`src/rtl/rx_udp_port_dispatch.sv`:
```
// rx_udp_port_dispatch
//   Receive-side UDP dispatcher. Parses the 8-byte UDP header of each
//   incoming segment, looks the destination port up in an NCH-entry
//   binding table and forwards the payload to the lowest-indexed matching
//   enabled channel, or drops the segment and counts it.
//
// Ports
//   RX_CLK        receive clock (posedge)
//   rst           synchronous active-high reset
//   cfg_we        binding-table write strobe
//   cfg_idx       binding-table entry index
//   cfg_en        entry enable written with cfg_we
//   cfg_port      UDP port bound to the entry
//   rx_data_v     segment byte valid (high for a whole segment)
//   rx_data       segment byte, header first, big-endian fields
//   ch_data_v     one-hot payload valid per channel
//   ch_data       payload byte shared by all channels (holds when idle)
//   ch_sof        first payload byte (with ch_data_v)
//   ch_eof        last payload byte (with ch_data_v)
//   ch_abort      one-cycle pulse: forwarded segment truncated
//   rx_src_port   source port of the current/last segment
//   drop_cnt      saturating count of dropped segments
//   busy          high from the first header byte until segment end
module rx_udp_port_dispatch #(
  parameter int OCT = 8,
  parameter int NCH = 4
) (
  input  logic                   RX_CLK,
  input  logic                   rst,
  input  logic                   cfg_we,
  input  logic [$clog2(NCH)-1:0] cfg_idx,
  input  logic                   cfg_en,
  input  logic [2*OCT-1:0]       cfg_port,
  input  logic                   rx_data_v,
  input  logic [OCT-1:0]         rx_data,
  output logic [NCH-1:0]         ch_data_v,
  output logic [OCT-1:0]         ch_data,
  output logic                   ch_sof,
  output logic                   ch_eof,
  output logic [NCH-1:0]         ch_abort,
  output logic [2*OCT-1:0]       rx_src_port,
  output logic [15:0]            drop_cnt,
  output logic                   busy
);

  localparam int                 IW      = $clog2(NCH);
  localparam logic [2*OCT-1:0]   HDR_LEN = (2*OCT)'(8);
  localparam logic [2*OCT-1:0]   ONE_W   = (2*OCT)'(1);
  localparam logic [NCH-1:0]     ONE_HOT = NCH'(1);

  typedef enum logic [1:0] {HDR, FWD, DROP, DONE} state_t;

  state_t            state, next_state;
  logic [2:0]        cnt;
  logic [OCT-1:0]    hi_byte;
  logic [2*OCT-1:0]  len;
  logic [2*OCT-1:0]  remaining;
  logic              tbl_en   [NCH];
  logic [2*OCT-1:0]  tbl_port [NCH];
  logic [IW-1:0]     sel, lk_sel;
  logic              hit, lk_hit;
  logic              first;
  logic              hdr_acc, last_hdr, fwd_acc, is_drop;

  // Lookup reads the registered table, so a write in the same cycle is
  // only seen by later lookups.
  always_comb begin
    hdr_acc  = rx_data_v && (state == HDR);
    last_hdr = hdr_acc && (cnt == 3'd7);
    fwd_acc  = rx_data_v && (state == FWD);
    is_drop  = (len < HDR_LEN) || !hit;

    lk_hit = 1'b0;
    lk_sel = '0;
    for (int unsigned i = 0; i < NCH; i++) begin
      if (!lk_hit && tbl_en[i] && (tbl_port[i] == {hi_byte, rx_data})) begin
        lk_hit = 1'b1;
        lk_sel = IW'(i);
      end
    end

    next_state = state;
    if (!rx_data_v) begin
      next_state = HDR;
    end else begin
      case (state)
        HDR: begin
          if (last_hdr) begin
            if (is_drop)             next_state = DROP;
            else if (len == HDR_LEN) next_state = DONE;
            else                     next_state = FWD;
          end
        end
        FWD: begin
          if (remaining == ONE_W) next_state = DONE;
        end
        default: next_state = state;
      endcase
    end
  end

  always_ff @(posedge RX_CLK) begin
    if (rst) state <= HDR;
    else     state <= next_state;
  end

  always_ff @(posedge RX_CLK) begin
    if (rst) begin
      ch_data_v   <= '0;
      ch_data     <= '0;
      ch_sof      <= 1'b0;
      ch_eof      <= 1'b0;
      ch_abort    <= '0;
      rx_src_port <= '0;
      drop_cnt    <= '0;
      busy        <= 1'b0;
      cnt         <= '0;
      hi_byte     <= '0;
      len         <= '0;
      remaining   <= '0;
      sel         <= '0;
      hit         <= 1'b0;
      first       <= 1'b0;
      for (int unsigned i = 0; i < NCH; i++) begin
        tbl_en[i]   <= 1'b0;
        tbl_port[i] <= '0;
      end
    end else begin
      ch_data_v <= '0;
      ch_sof    <= 1'b0;
      ch_eof    <= 1'b0;
      ch_abort  <= '0;
      busy      <= rx_data_v;

      if (cfg_we) begin
        tbl_en[cfg_idx]   <= cfg_en;
        tbl_port[cfg_idx] <= cfg_port;
      end

      // FWD always has payload outstanding, so a gap there is a truncation.
      if (!rx_data_v) begin
        cnt <= '0;
        if (state == FWD) ch_abort <= ONE_HOT << sel;
      end

      if (hdr_acc) begin
        cnt <= cnt + 3'd1;
        case (cnt)
          3'd0, 3'd2, 3'd4: hi_byte <= rx_data;
          3'd1: rx_src_port <= {hi_byte, rx_data};
          3'd3: begin
            sel <= lk_sel;
            hit <= lk_hit;
          end
          3'd5: len <= {hi_byte, rx_data};
          3'd7: begin
            remaining <= len - HDR_LEN;
            first     <= 1'b1;
            if (is_drop && (drop_cnt != '1)) drop_cnt <= drop_cnt + 16'd1;
          end
          default: ;
        endcase
      end

      if (fwd_acc) begin
        ch_data_v <= ONE_HOT << sel;
        ch_data   <= rx_data;
        ch_sof    <= first;
        ch_eof    <= (remaining == ONE_W);
        first     <= 1'b0;
        remaining <= remaining - ONE_W;
      end
    end
  end

endmodule

```
`config.mk`:
```
export PLATFORM = sky130hd
export DESIGN_NAME = rx_udp_port_dispatch
export DESIGN_NICKNAME = d
export VERILOG_FILES = /design/src/rtl/rx_udp_port_dispatch.sv
export SDC_FILE = /design/constraint.sdc
export NUM_CORES = 1
export LEC_CHECK = 0
export ABC_AREA = 1
export BUFFER_PORTS_ARGS = -buffer_cell sky130_fd_sc_hd__buf_4
export CORE_MARGIN = 2
export CORE_UTILIZATION = 59
export CTS_CLUSTER_DIAMETER = 40
export DETAILED_ROUTE_END_ITERATION = 10
export HOLD_SLACK_MARGIN = 0.1
export PLACE_DENSITY = 0.89
export SETUP_SLACK_MARGIN = 0.05
export SYNTH_ARGS = -nofsm -noshare
export SYNTH_HDL_FRONTEND = slang
export SYNTH_SLANG_ARGS = --single-unit
```
`constraint.sdc`:
```
create_clock -name RX_CLK -period 2.4 [get_ports RX_CLK]
set_clock_uncertainty 0.2 [all_clocks]
set_input_delay 0.24 -clock RX_CLK [delete_from_list [all_inputs] [get_ports RX_CLK]]
set_output_delay 0.24 -clock RX_CLK [all_outputs]
set_load 0.05 [all_outputs]
```
==> flow_summary.ini, run 1 <==
[cells_and_area]
layout-drive-gt1-share_pct = 14.67
area_growth_syn_to_layout_pct = 20.22
final_nets = 1179
n_antenna_cell = 0

[synthesis]
syn-mean-instance-area_sq_um = 7.898
syn-num-nets = 1069
postSynth.asyncResetShare_pct = 0
netlist_area_sq_um = 8127
postSynthCellCount = 1029
yosysWarningCount = 0
synth_cell_type_count = 46
dominantRegCellSynth = sky130_fd_sc_hd__dfxtp_1
synth-seq-cells = 168
synth_edf_count = 68
seq_area_frac_synth_pct = 49.76

[worst_setup_path]
critPathSlowestCell = sky130_fd_sc_hd__dlygate4sd3_1
critPathLaunchType = input pin
crit_path_start = rst
critical_path.max_fanout = 48
number_of_cells_on_the_worst_reg_to_reg_path = 7
critical_path_class = in2reg
timing.rr.start = drop_cnt[0]
worst_path_dominant_cell_family = buffers and inverters
critical-path-max-stage-delay_ns = 0.53
required_ns = 2.48
arrival_ns = 2.17
crit_path_cells = dlygate4sd3_1 > buf_4 > clkinv_1 > buf_4 > nand3_1 > o21ai_0
timing.critical_path.to_type = register
setup_slack_on_the_worst_flop_to_flop_path_ns = 0.35
critical_path_buf_inv_count = 4
worst_r2r_endpoint = drop_cnt[15]
critical-path-top-cell-by-count = sky130_fd_sc_hd__buf_4

[clocking]
postCtsResizedCells = 0
h-tree-depth = 4
clk_latency_ns = 0.43
postCtsSetupRepairBufs = 0
clock_tree_from_tritoncts = yes
ctsLongestPathBuffers = 2
clock_sink_count = 168
clockRootBuffer = sky130_fd_sc_hd__clkbuf_16
cts_buffers = 17
worst_setup_hold_path_clk_slew_ns = 0.06

[floorplan]
row_count = 42
initial_utilization_pct = 60.88
floorplan.core_area_sq_um = 13350
dieArea_sq_um = 14730
fp.dieH_microns = 121.4
die_w_microns = 121.4
pin_count = 82

[sta]
slew_headroom_pct = 65.63
worst_margin_slew_ns = 0.5144
hold_violations = 0
fin_setup_tns_ns = 0
setup_viol = 0
worst_hold_slack_ns = 0.1985
period_minus_slack_ns = 2.089
max_freq_ghz = 0.4786
report.final.slew_viol_count = 0
timing.final.crit_share_pct = 87.05
rsz0062_at_grt = no

[global_routing]
globalRoute.totalOverflow = 0
grt_max_degree = 49
grt_util_met3_pct = 6.720
globalRoute.busiestLayer = met2
wire_length_of_the_first_global_routing_pass_microns = 34330
grt_util_met2_pct = 52.60
grt_pass1_vias = 7016
grt.met1_usage_pct = 35.35
globalRouteTotalUtil_pct = 29.97
antenna_found_initial = 0

[detailed_routing]
drt-vias-per-instance = 5.492
drt-total-wl_microns = 21000
drt_pre_antenna_iters = 6
detail_route.drc_violations = 0
ant_nets = 0
routed_wire_length_per_instance_microns = 15.81
drt_iter0_markers = 750
vias = 7294

[place]
buffers_added_on_ports = 81
detailedPlacementHpwl_microns = 13870
gp_congestion = 0.9271

[worst_hold_path]
worstHoldPathType = in2reg
holdCritStartpoint = cfg_idx[1]
whs_path_depth = 4
hold_end = tbl_port[2][0]

[pwr]
power.leakage_nw = 4.373
power.ir.vdd_worst_v = 0.0007370
pwr_cell_area_nw_per_um2 = 660.0

[run]
timing.max_cap.violations = 0

[run_status]
run_status = complete, no violations
worst max path at each step:
stage               endpoint  slack [ns]  depth (start not counted)
2_1_floorplan   drop_cnt[12]        0.19                          8
3_3_place_gp    drop_cnt[10]        0.43                          9
3_5_place_dp     drop_cnt[3]        0.38                          8
4_1_cts         drop_cnt[15]        0.36                          7
5_1_grt        remaining[15]        0.16                          8
6_report          ch_data[2]        0.31                          6
through the flow:
stage / instance area [sq um] / total power [W] / cells / worst slack (ns) / util [%]
6_report: 9769 / 0.006447 / 1328 / 0.3108 / 73.19
5_1_grt: 9769 / 0.006655 / 1328 / 0.1611 / 73.19
4_1_cts: 9769 / 0.006441 / 1328 / 0.3569 / 73.19
3_5_place_dp: 8900 / 0.003745 / 1268 / 0.3808 / 66.68
3_3_place_gp: 8900 / 0.003725 / 1268 / 0.4267 / 66.68
2_1_floorplan: 8127 / 0.003554 / 1029 / 0.1878 / -
timing repair:
action | in CTS | in global routing
hold endpoints to repair | 118 | 0
endpoints found under the setup margin | 0 | 0
hold buffers | 28 | 0
cell usage after synthesis (2+ instances only):
library cell / count / share of area, %
sky130_fd_sc_hd__nand2_1: 209 / 9.7
sky130_fd_sc_hd__nor2_1: 151 / 7.0
sky130_fd_sc_hd__inv_1: 136 / 6.3
sky130_fd_sc_hd__dfxtp_1: 100 / 25
sky130_fd_sc_hd__o21ai_0: 72 / 4.4
sky130_fd_sc_hd__edfxtp_1: 68 / 25
sky130_fd_sc_hd__a21oi_1: 58 / 3.6
sky130_fd_sc_hd__nand3_1: 50 / 3.1
sky130_fd_sc_hd__xnor2_1: 24 / 2.6
sky130_fd_sc_hd__nor3_1: 23 / 1.4
sky130_fd_sc_hd__clkbuf_1: 18 / 0.83
sky130_fd_sc_hd__xor2_1: 13 / 1.4
sky130_fd_sc_hd__buf_2: 11 / 0.68
sky130_fd_sc_hd__nand4_1: 11 / 0.85
sky130_fd_sc_hd__nand2_2: 10 / 0.77
sky130_fd_sc_hd__ha_1: 9 / 1.4
sky130_fd_sc_hd__a21oi_2: 8 / 0.86
sky130_fd_sc_hd__inv_2: 6 / 0.28
sky130_fd_sc_hd__a31oi_1: 4 / 0.31
sky130_fd_sc_hd__nand3b_1: 4 / 0.37
sky130_fd_sc_hd__nor2_2: 4 / 0.31
sky130_fd_sc_hd__or2_2: 4 / 0.31
sky130_fd_sc_hd__a21boi_0: 3 / 0.28
sky130_fd_sc_hd__nor2_4: 3 / 0.42
sky130_fd_sc_hd__buf_4: 2 / 0.18
sky130_fd_sc_hd__clkinv_1: 2 / 0.092
sky130_fd_sc_hd__nand2_4: 2 / 0.28
sky130_fd_sc_hd__nor4_1: 2 / 0.15
sky130_fd_sc_hd__o211ai_1: 2 / 0.18
sky130_fd_sc_hd__o21a_1: 2 / 0.18
sky130_fd_sc_hd__o21bai_1: 2 / 0.18
sky130_fd_sc_hd__o221ai_1: 2 / 0.22
per-layer routing:
metal,routed length (microns),vias to the layer above
met5,0,-
met4,644,0
met3,1384,64
met2,10670,340
met1,8302,3359
li1,-,3531
layout make-up:
cell class	count	area (sq um)
Clock buffer	23	500.5
Clock inverter	9	88.84
Fill cell	939	3578
Inverter	144	540.5
Multi-Input combinational cell	683	3367
Sequential cell	168	4044
Tap cell	176	220.2
Timing Repair Buffer	125	1008
cell families after synthesis:
kind of cell | share of synthesized area [%]
AO/OA/AOI/OAI | 11.01
flip-flops | 49.76
adder cells (fa/ha/maj) | 1.386
XOR/XNOR | 3.988
AND/OR/NAND/NOR | 25.05
buffers and inverters | 8.807
worst reg2reg max path, cell delays in order, from the launching register on:
cell and delay, ns:
sky130_fd_sc_hd__dfxtp_1 0.42, sky130_fd_sc_hd__ha_1 0.22, sky130_fd_sc_hd__nand3_1 0.16, sky130_fd_sc_hd__nor3_2 0.20
sky130_fd_sc_hd__nand4_1 0.20, sky130_fd_sc_hd__nand3_2 0.29, sky130_fd_sc_hd__nand2_1 0.14, sky130_fd_sc_hd__a21oi_2 0.15
cell usage in the layout, fill, tap and decap left out, drive strengths merged, types with 24 or more instances in the layout:
| cell | instances |
|---|---|
| xnor2 | 24 |
| o21ai | 73 |
| inv | 144 |
| buf | 97 |
| dfxtp | 100 |
| dlygate4sd3 | 28 |
| nand3 | 51 |
| nor2 | 158 |
| a21oi | 66 |
| nand2 | 221 |
| edfxtp | 68 |
| nor3 | 24 |
sequential cells by signal (all words and copies together), names as in the netlist:
name / cells
len: 16
ch_data: 8
ch_eof: 1
first: 1
cnt: 3
tbl_en: 4
state: 2
hit: 1
rx_src_port: 16
ch_data_v: 4
ch_abort: 4
tbl_port: 64
hi_byte: 8
drop_cnt: 16
sel: 2
remaining: 16
busy: 1
ch_sof: 1
power by group:
group	internal, W	switching (W)
registers	0.00309	0.0000818
clock network	0.00158	0.00112
logic	0.000209	0.000364
Power figures use the tool's default switching activity.
==> inputs of run 2 (changes only) <==
--- a/config.mk
+++ b/config.mk
@@ -8,11 +8,11 @@
 export ABC_AREA = 1
 export BUFFER_PORTS_ARGS = -buffer_cell sky130_fd_sc_hd__buf_4
 export CORE_MARGIN = 2
-export CORE_UTILIZATION = 59
+export CORE_UTILIZATION = 56
 export CTS_CLUSTER_DIAMETER = 40
 export DETAILED_ROUTE_END_ITERATION = 10
 export HOLD_SLACK_MARGIN = 0.1
-export PLACE_DENSITY = 0.89
+export PLACE_DENSITY = 0.85
 export SETUP_SLACK_MARGIN = 0.05
 export SYNTH_ARGS = -nofsm -noshare
 export SYNTH_HDL_FRONTEND = slang
==> run 2 against run 1 <==
Non-clock buffer count rose by 1. Critical path depth did not move. Worst setup slack got worse by 0.022 ns. Clock-buffer cell count fell by 6. Flip-flop and latch count did not move. Largest cell class unchanged. Largest power group unchanged. Cell count rose by 0.68%. Routed wire length fell by 1.2%. Global-route usage fell by 2.8 points.
==> flow_summary.ini, run 2 (synthesis results as in run 1) <==
[cells_and_area]
layout_commonest_cell = sky130_fd_sc_hd__nand2_1
top_library_cells_by_usage_in_the_layout_fill_and_taps_aside = sky130_fd_sc_hd__nand2_1 (209), sky130_fd_sc_hd__nor2_1 (151), sky130_fd_sc_hd__inv_1 (136)
final_cell_area_sq_um = 9788
finalCoreUtilization_pct = 68.12
layout-drive-gt1-share_pct = 14.92
area_of_the_multi_input_gates_sq_um = 3367
final_nets = 1180
fillerInstances = 1100
largest-register = tbl_port
n_antenna_cell = 0
largest_reg_flops = 64
layout.area.seq_sq_um = 4044
area_growth_syn_to_layout_pct = 20.45

[place]
detailedPlacementHpwl_microns = 14260
buffers_added_on_ports = 81
gp_congestion = 0.9494
placed_cell_area_sq_um = 8917

[floorplan]
floorplan.core_area_sq_um = 14370
die_w_microns = 124.5
dieArea_sq_um = 15490
pin_count = 82
fp.dieH_microns = 124.5
initial_utilization_pct = 56.56
row_count = 44

[detailed_routing]
vias = 7359
ant_nets = 0
drt_pre_antenna_iters = 5
drt-vias-per-instance = 5.504
detail_route.drc_violations = 0
drt-total-wl_microns = 20750
routed_wire_length_per_instance_microns = 15.52
drt_iter0_markers = 736

[pwr]
power.ir.vdd_worst_v = 0.0006506
power_w = 0.006494
power.leakage_nw = 4.384
pwr_cell_area_nw_per_um2 = 663.5

[worst_setup_path]
critical_path.max_fanout = 21
required_ns = 2.32
arrival_ns = 2.03
number_of_cells_on_the_worst_reg_to_reg_path = 7
timing.critical_path.to_type = register
critical_path_class = in2reg
critPathLaunchType = input pin

[clocking]
h-tree-depth = 4
clock_sink_count = 168
clockRootBuffer = sky130_fd_sc_hd__clkbuf_16
clk_latency_ns = 0.43
worst_setup_hold_path_clk_slew_ns = 0.07
clock_tree_from_tritoncts = yes
cts_buffers = 17
postCtsSetupRepairBufs = 0
ctsLongestPathBuffers = 2

[global_routing]
grt.met1_usage_pct = 32.73
globalRoute.busiestLayer = met2
wire_length_of_the_first_global_routing_pass_microns = 33730
grt_pass1_vias = 7071
grt_util_met3_pct = 5.584
globalRoute.totalOverflow = 0
globalRouteTotalUtil_pct = 27.15
grt_util_met2_pct = 46.83
grt_max_degree = 42
antenna_found_initial = 0

[run]
timing.max_cap.violations = 0

[sta]
max_freq_ghz = 0.4737
hold_violations = 0
fin_setup_tns_ns = 0
worst_margin_slew_ns = 0.4951
timing.final.crit_share_pct = 87.96
setup_viol = 0
report.final.slew_viol_count = 0
period_minus_slack_ns = 2.111
rsz0062_at_grt = no
slew_headroom_pct = 66.91

[worst_hold_path]
whs_path_depth = 4
worstHoldPathType = in2reg

[run_status]
run_status = complete, no violations
run 2: cell count changes in the layout (fill, tap and decap cells not counted), sizes merged:
cell,change
inv,+6
buf,+1
clkbuf,-6
clkinvlp,-1
bufinv,+1
run 2: path summary, 6_finish.rpt:
| check | from | to | slack [ns] |
|---|---|---|---|
| setup / recovery | rst | tbl_port[0][12] | 0.29 |
| setup reg to reg | cnt[0] | remaining[14] | 0.35 |
| hold reg to reg | first | ch_sof | 0.25 |
| hold / removal | cfg_idx[1] | tbl_port[2][5] | 0.22 |
run 2: routing by layer:
metal	up-vias	share of wire, %
li1	3530	-
met1	3422	39
met2	335	50
met3	72	7.5
met4	0	3.4
met5	-	0
run 2: critical path, stage by stage:
cell and delay [ns]:
sky130_fd_sc_hd__dlygate4sd3_1 0.53, sky130_fd_sc_hd__buf_4 0.33, sky130_fd_sc_hd__clkinvlp_4 0.32, sky130_fd_sc_hd__buf_4 0.27
sky130_fd_sc_hd__nand2_1 0.08, sky130_fd_sc_hd__buf_4 0.26
run 2: timing repair:
item	4_1_cts	5_1_grt
hold buffers	28	0
resized for setup	0	1
setup endpoints to repair	0	2
hold endpoints to repair	119	0
run 2: metrics by stage:
| step | setup WS (ns) | instances | hold WS, ns |
|---|---|---|---|
| after detailed placement | 0.3616 | 1277 | 0.2344 |
| after global placement | 0.4148 | 1277 | 0.2326 |
| after floorplan | 0.1878 | 1029 | 0.2032 |
| after CTS | 0.2319 | 1337 | 0.1882 |
| final | 0.2891 | 1337 | 0.2191 |
| after global routing | 0.1238 | 1337 | 0.2187 |
run 2: power breakdown:
group	internal, W	switching (W)	total, W
logic	0.000212	0.000362	0.000574
clock network	0.00155	0.00120	0.00275
registers	0.00309	0.0000794	0.00317
run 2: final cells by class:
class,count,share of cell area [%]
clock inverter,15,1.649
tap,184,2.352
clock buffer,17,4.346
inverter,144,5.561
sequential,168,41.31
timing repair buffer,126,10.38
multi-input combinational,683,34.40
==> inputs of run 3 (changes only) <==
--- a/config.mk
+++ b/config.mk
@@ -5,14 +5,14 @@
 export SDC_FILE = /design/constraint.sdc
 export NUM_CORES = 1
 export LEC_CHECK = 0
-export ABC_AREA = 1
 export BUFFER_PORTS_ARGS = -buffer_cell sky130_fd_sc_hd__buf_4
+export CORE_ASPECT_RATIO = 0.8
 export CORE_MARGIN = 2
 export CORE_UTILIZATION = 56
 export CTS_CLUSTER_DIAMETER = 40
 export DETAILED_ROUTE_END_ITERATION = 10
 export HOLD_SLACK_MARGIN = 0.1
-export PLACE_DENSITY = 0.85
+export PLACE_DENSITY = 0.86
 export SETUP_SLACK_MARGIN = 0.05
 export SYNTH_ARGS = -nofsm -noshare
 export SYNTH_HDL_FRONTEND = slang
==> run 3 against run 2 <==
Clock power grew 4%. Clock-buffer cell count up 8. Power decreased by 0.16%. Die area down 7.0%. Synthesized area down 7.3%. Largest cell class unchanged. Cell count is 21% lower. Critical path type is now reg2reg. Sequential power about the same.
==> flow_summary.ini, run 3 <==
[place]
detailedPlacementHpwl_microns = 12410
worst_setup_slack_after_placement_ns = 0.04593
placedCellCount = 999
buffers_added_on_ports = 81
gp_congestion = 0.9074

[synthesis]
syn-num-nets = 792
yosysMostFrequentCell = sky130_fd_sc_hd__dfxtp_1
syn-mean-instance-area_sq_um = 10.02
post-synth-top-area-fraction_pct = 27.09
synth-seq-cells = 168
synth_edf_count = 68
synth.area.top_cells = sky130_fd_sc_hd__edfxtp_1 (27%), sky130_fd_sc_hd__dfxtp_1 (27%), sky130_fd_sc_hd__xnor2_1 (6.0%), sky130_fd_sc_hd__and2_1 (5.8%), sky130_fd_sc_hd__nand2_1 (4.7%)
seq_area_frac_synth_pct = 53.65
postSynthCellCount = 752
yosysTopAreaCell = sky130_fd_sc_hd__edfxtp_1
synth_cell_type_count = 54
netlist_area_sq_um = 7537
postSynth.asyncResetShare_pct = 0
dominantRegCellSynth = sky130_fd_sc_hd__dfxtp_1
yosysWarningCount = 0
synth_commonest_cells = sky130_fd_sc_hd__dfxtp_1 (100), sky130_fd_sc_hd__nand2_1 (94), sky130_fd_sc_hd__and2_1 (70)

[worst_setup_path]
timing.critical_path.to_type = register
critical_path.max_fanout = 17
critPathLaunchType = register
required_ns = 2.50
arrival_ns = 2.49
critical_path_class = reg2reg

[detailed_routing]
drt-total-wl_microns = 19200
detail_route.drc_violations = 0
drt_iter0_markers = 692
drt-vias-per-instance = 5.751
ant_nets = 0
drt_pre_antenna_iters = 6
routed_wire_length_per_instance_microns = 18.13
vias = 6090

[cells_and_area]
layout_commonest_cell = sky130_fd_sc_hd__buf_4
layout-drive-gt1-share_pct = 18.78
instances_no_fill = 1059
final_nets = 911
largest_reg_flops = 64
layout.area.seq_sq_um = 4045
area_growth_syn_to_layout_pct = 24.87
area_of_the_multi_input_gates_sq_um = 3326
fillerInstances = 894
top_library_cells_by_usage_in_the_layout_fill_and_taps_aside = sky130_fd_sc_hd__buf_4 (112), sky130_fd_sc_hd__dfxtp_1 (99), sky130_fd_sc_hd__nand2_1 (94)
largest-register = tbl_port
n_antenna_cell = 0

[worst_hold_path]
worstHoldPathType = in2reg

[floorplan]
dieArea_sq_um = 14410
initial_utilization_pct = 57.94
floorplan.core_area_sq_um = 13010
row_count = 37
pin_count = 82
fp.dieH_microns = 107.8
die_w_microns = 133.7

[sta]
worst_margin_slew_ns = 0.7234
timing.final.ws_setup_ns = 0.007905
report.final.slew_viol_count = 0
max_freq_ghz = 0.4180
rsz0062_at_grt = yes
slew_headroom_pct = 51.59
period_minus_slack_ns = 2.392
timing.final.crit_share_pct = 99.67
hold_violations = 0
setup_viol = 0

[clocking]
clockRootBuffer = sky130_fd_sc_hd__clkbuf_16
h-tree-depth = 4
clock_sink_count = 168
cts_buffers = 17
clock_tree_from_tritoncts = yes
worst_setup_hold_path_clk_slew_ns = 0.06
ctsLongestPathBuffers = 2
clk_latency_ns = 0.42

[global_routing]
globalRouteTotalUtil_pct = 27.47
grt_pass1_vias = 5781
antenna_found_initial = 0
grt_max_degree = 79
wire_length_of_the_first_global_routing_pass_microns = 30330
globalRoute.totalOverflow = 0

[run_status]
run_status = complete, no violations

[pwr]
pwr_cell_area_nw_per_um2 = 688.9
power_w = 0.006484
power.leakage_nw = 3.626
power.ir.vdd_worst_v = 0.0006390

[run]
timing.max_cap.violations = 0
## run 3: worst paths after layout
| kind | start | end | slack [ns] | depth (start not counted) |
|---|---|---|---|---|
| setup / recovery | len[9] | drop_cnt[5] | 0.008 | 7 |
| hold / removal | rst | remaining[1] | 0.12 | 3 |
| setup reg to reg | len[9] | drop_cnt[5] | 0.008 | 7 |
| hold reg to reg | rx_src_port[14] | rx_src_port[14] | 0.26 | 2 |
## run 3: area by class of cell
| class | count | area share (%) |
|---|---|---|
| Clock inverter | 7 | 1.210 |
| Inverter | 13 | 0.5185 |
| Sequential cell | 168 | 42.98 |
| Clock buffer | 25 | 5.397 |
| Timing Repair Buffer | 141 | 12.23 |
| Multi-Input combinational cell | 530 | 35.34 |
| Tap cell | 175 | 2.327 |
## run 3: repair_timing
item	4_1_cts	5_1_grt
setup endpoints to repair	2	21
hold endpoints to repair	107	0
setup buffers	1	0
gates resized for setup	0	8
hold buffers	27	0
## run 3: logic make-up after synthesis
| group | Yosys count | synth area share (%) |
|---|---|---|
| flip-flops | 168 | 53.65 |
| multiplexers | 8 | 1.062 |
| AO/OA/AOI/OAI | 94 | 8.184 |
| buffers and inverters | 54 | 2.789 |
| adder cells (fa/ha/maj) | 9 | 1.494 |
| XOR/XNOR | 91 | 10.57 |
| AND/OR/NAND/NOR | 328 | 22.24 |
## run 3: per-layer routing
metal	track usage, %	wire (microns)	up-vias	share of wire [%]
met5	0	0	-	0
met4	7.447	344	0	1.8
met3	5.932	1627	30	8.5
met2	45.53	9262	270	48
met1	36.70	7966	2953	41
li1	-	-	2837	-
## run 3: report_power, final
group	internal [W]	switching [W]	total [W]
Combinational	0.000214	0.000270	0.000483
Clock	0.00178	0.00108	0.00286
Sequential	0.00308	0.0000641	0.00314
Total	0.00508	0.00141	0.00648
## run 3: worst max-delay path, cell delays in order (launching register included)
cell                       delay (ns)
sky130_fd_sc_hd__dfxtp_2         0.35
sky130_fd_sc_hd__or4_4           0.56
sky130_fd_sc_hd__or3_4           0.36
sky130_fd_sc_hd__o41ai_4         0.26
sky130_fd_sc_hd__buf_12          0.19
sky130_fd_sc_hd__nand3b_1        0.13
sky130_fd_sc_hd__xnor2_2         0.16
sky130_fd_sc_hd__nor2_1          0.05
## run 3: stage by stage
step	setup TNS [ns]	utilization, %	cell area (sq um)	hold slack (ns)
6_report	0	72.35	9412	0.1172
5_1_grt	-0.8684	72.35	9412	0.1286
4_1_cts	-0.01241	72.02	9369	0.1130
3_5_place_dp	0	65.11	8469	0.2453
3_3_place_gp	0	65.11	8469	0.2396
2_1_floorplan	0	-	7538	0.2305
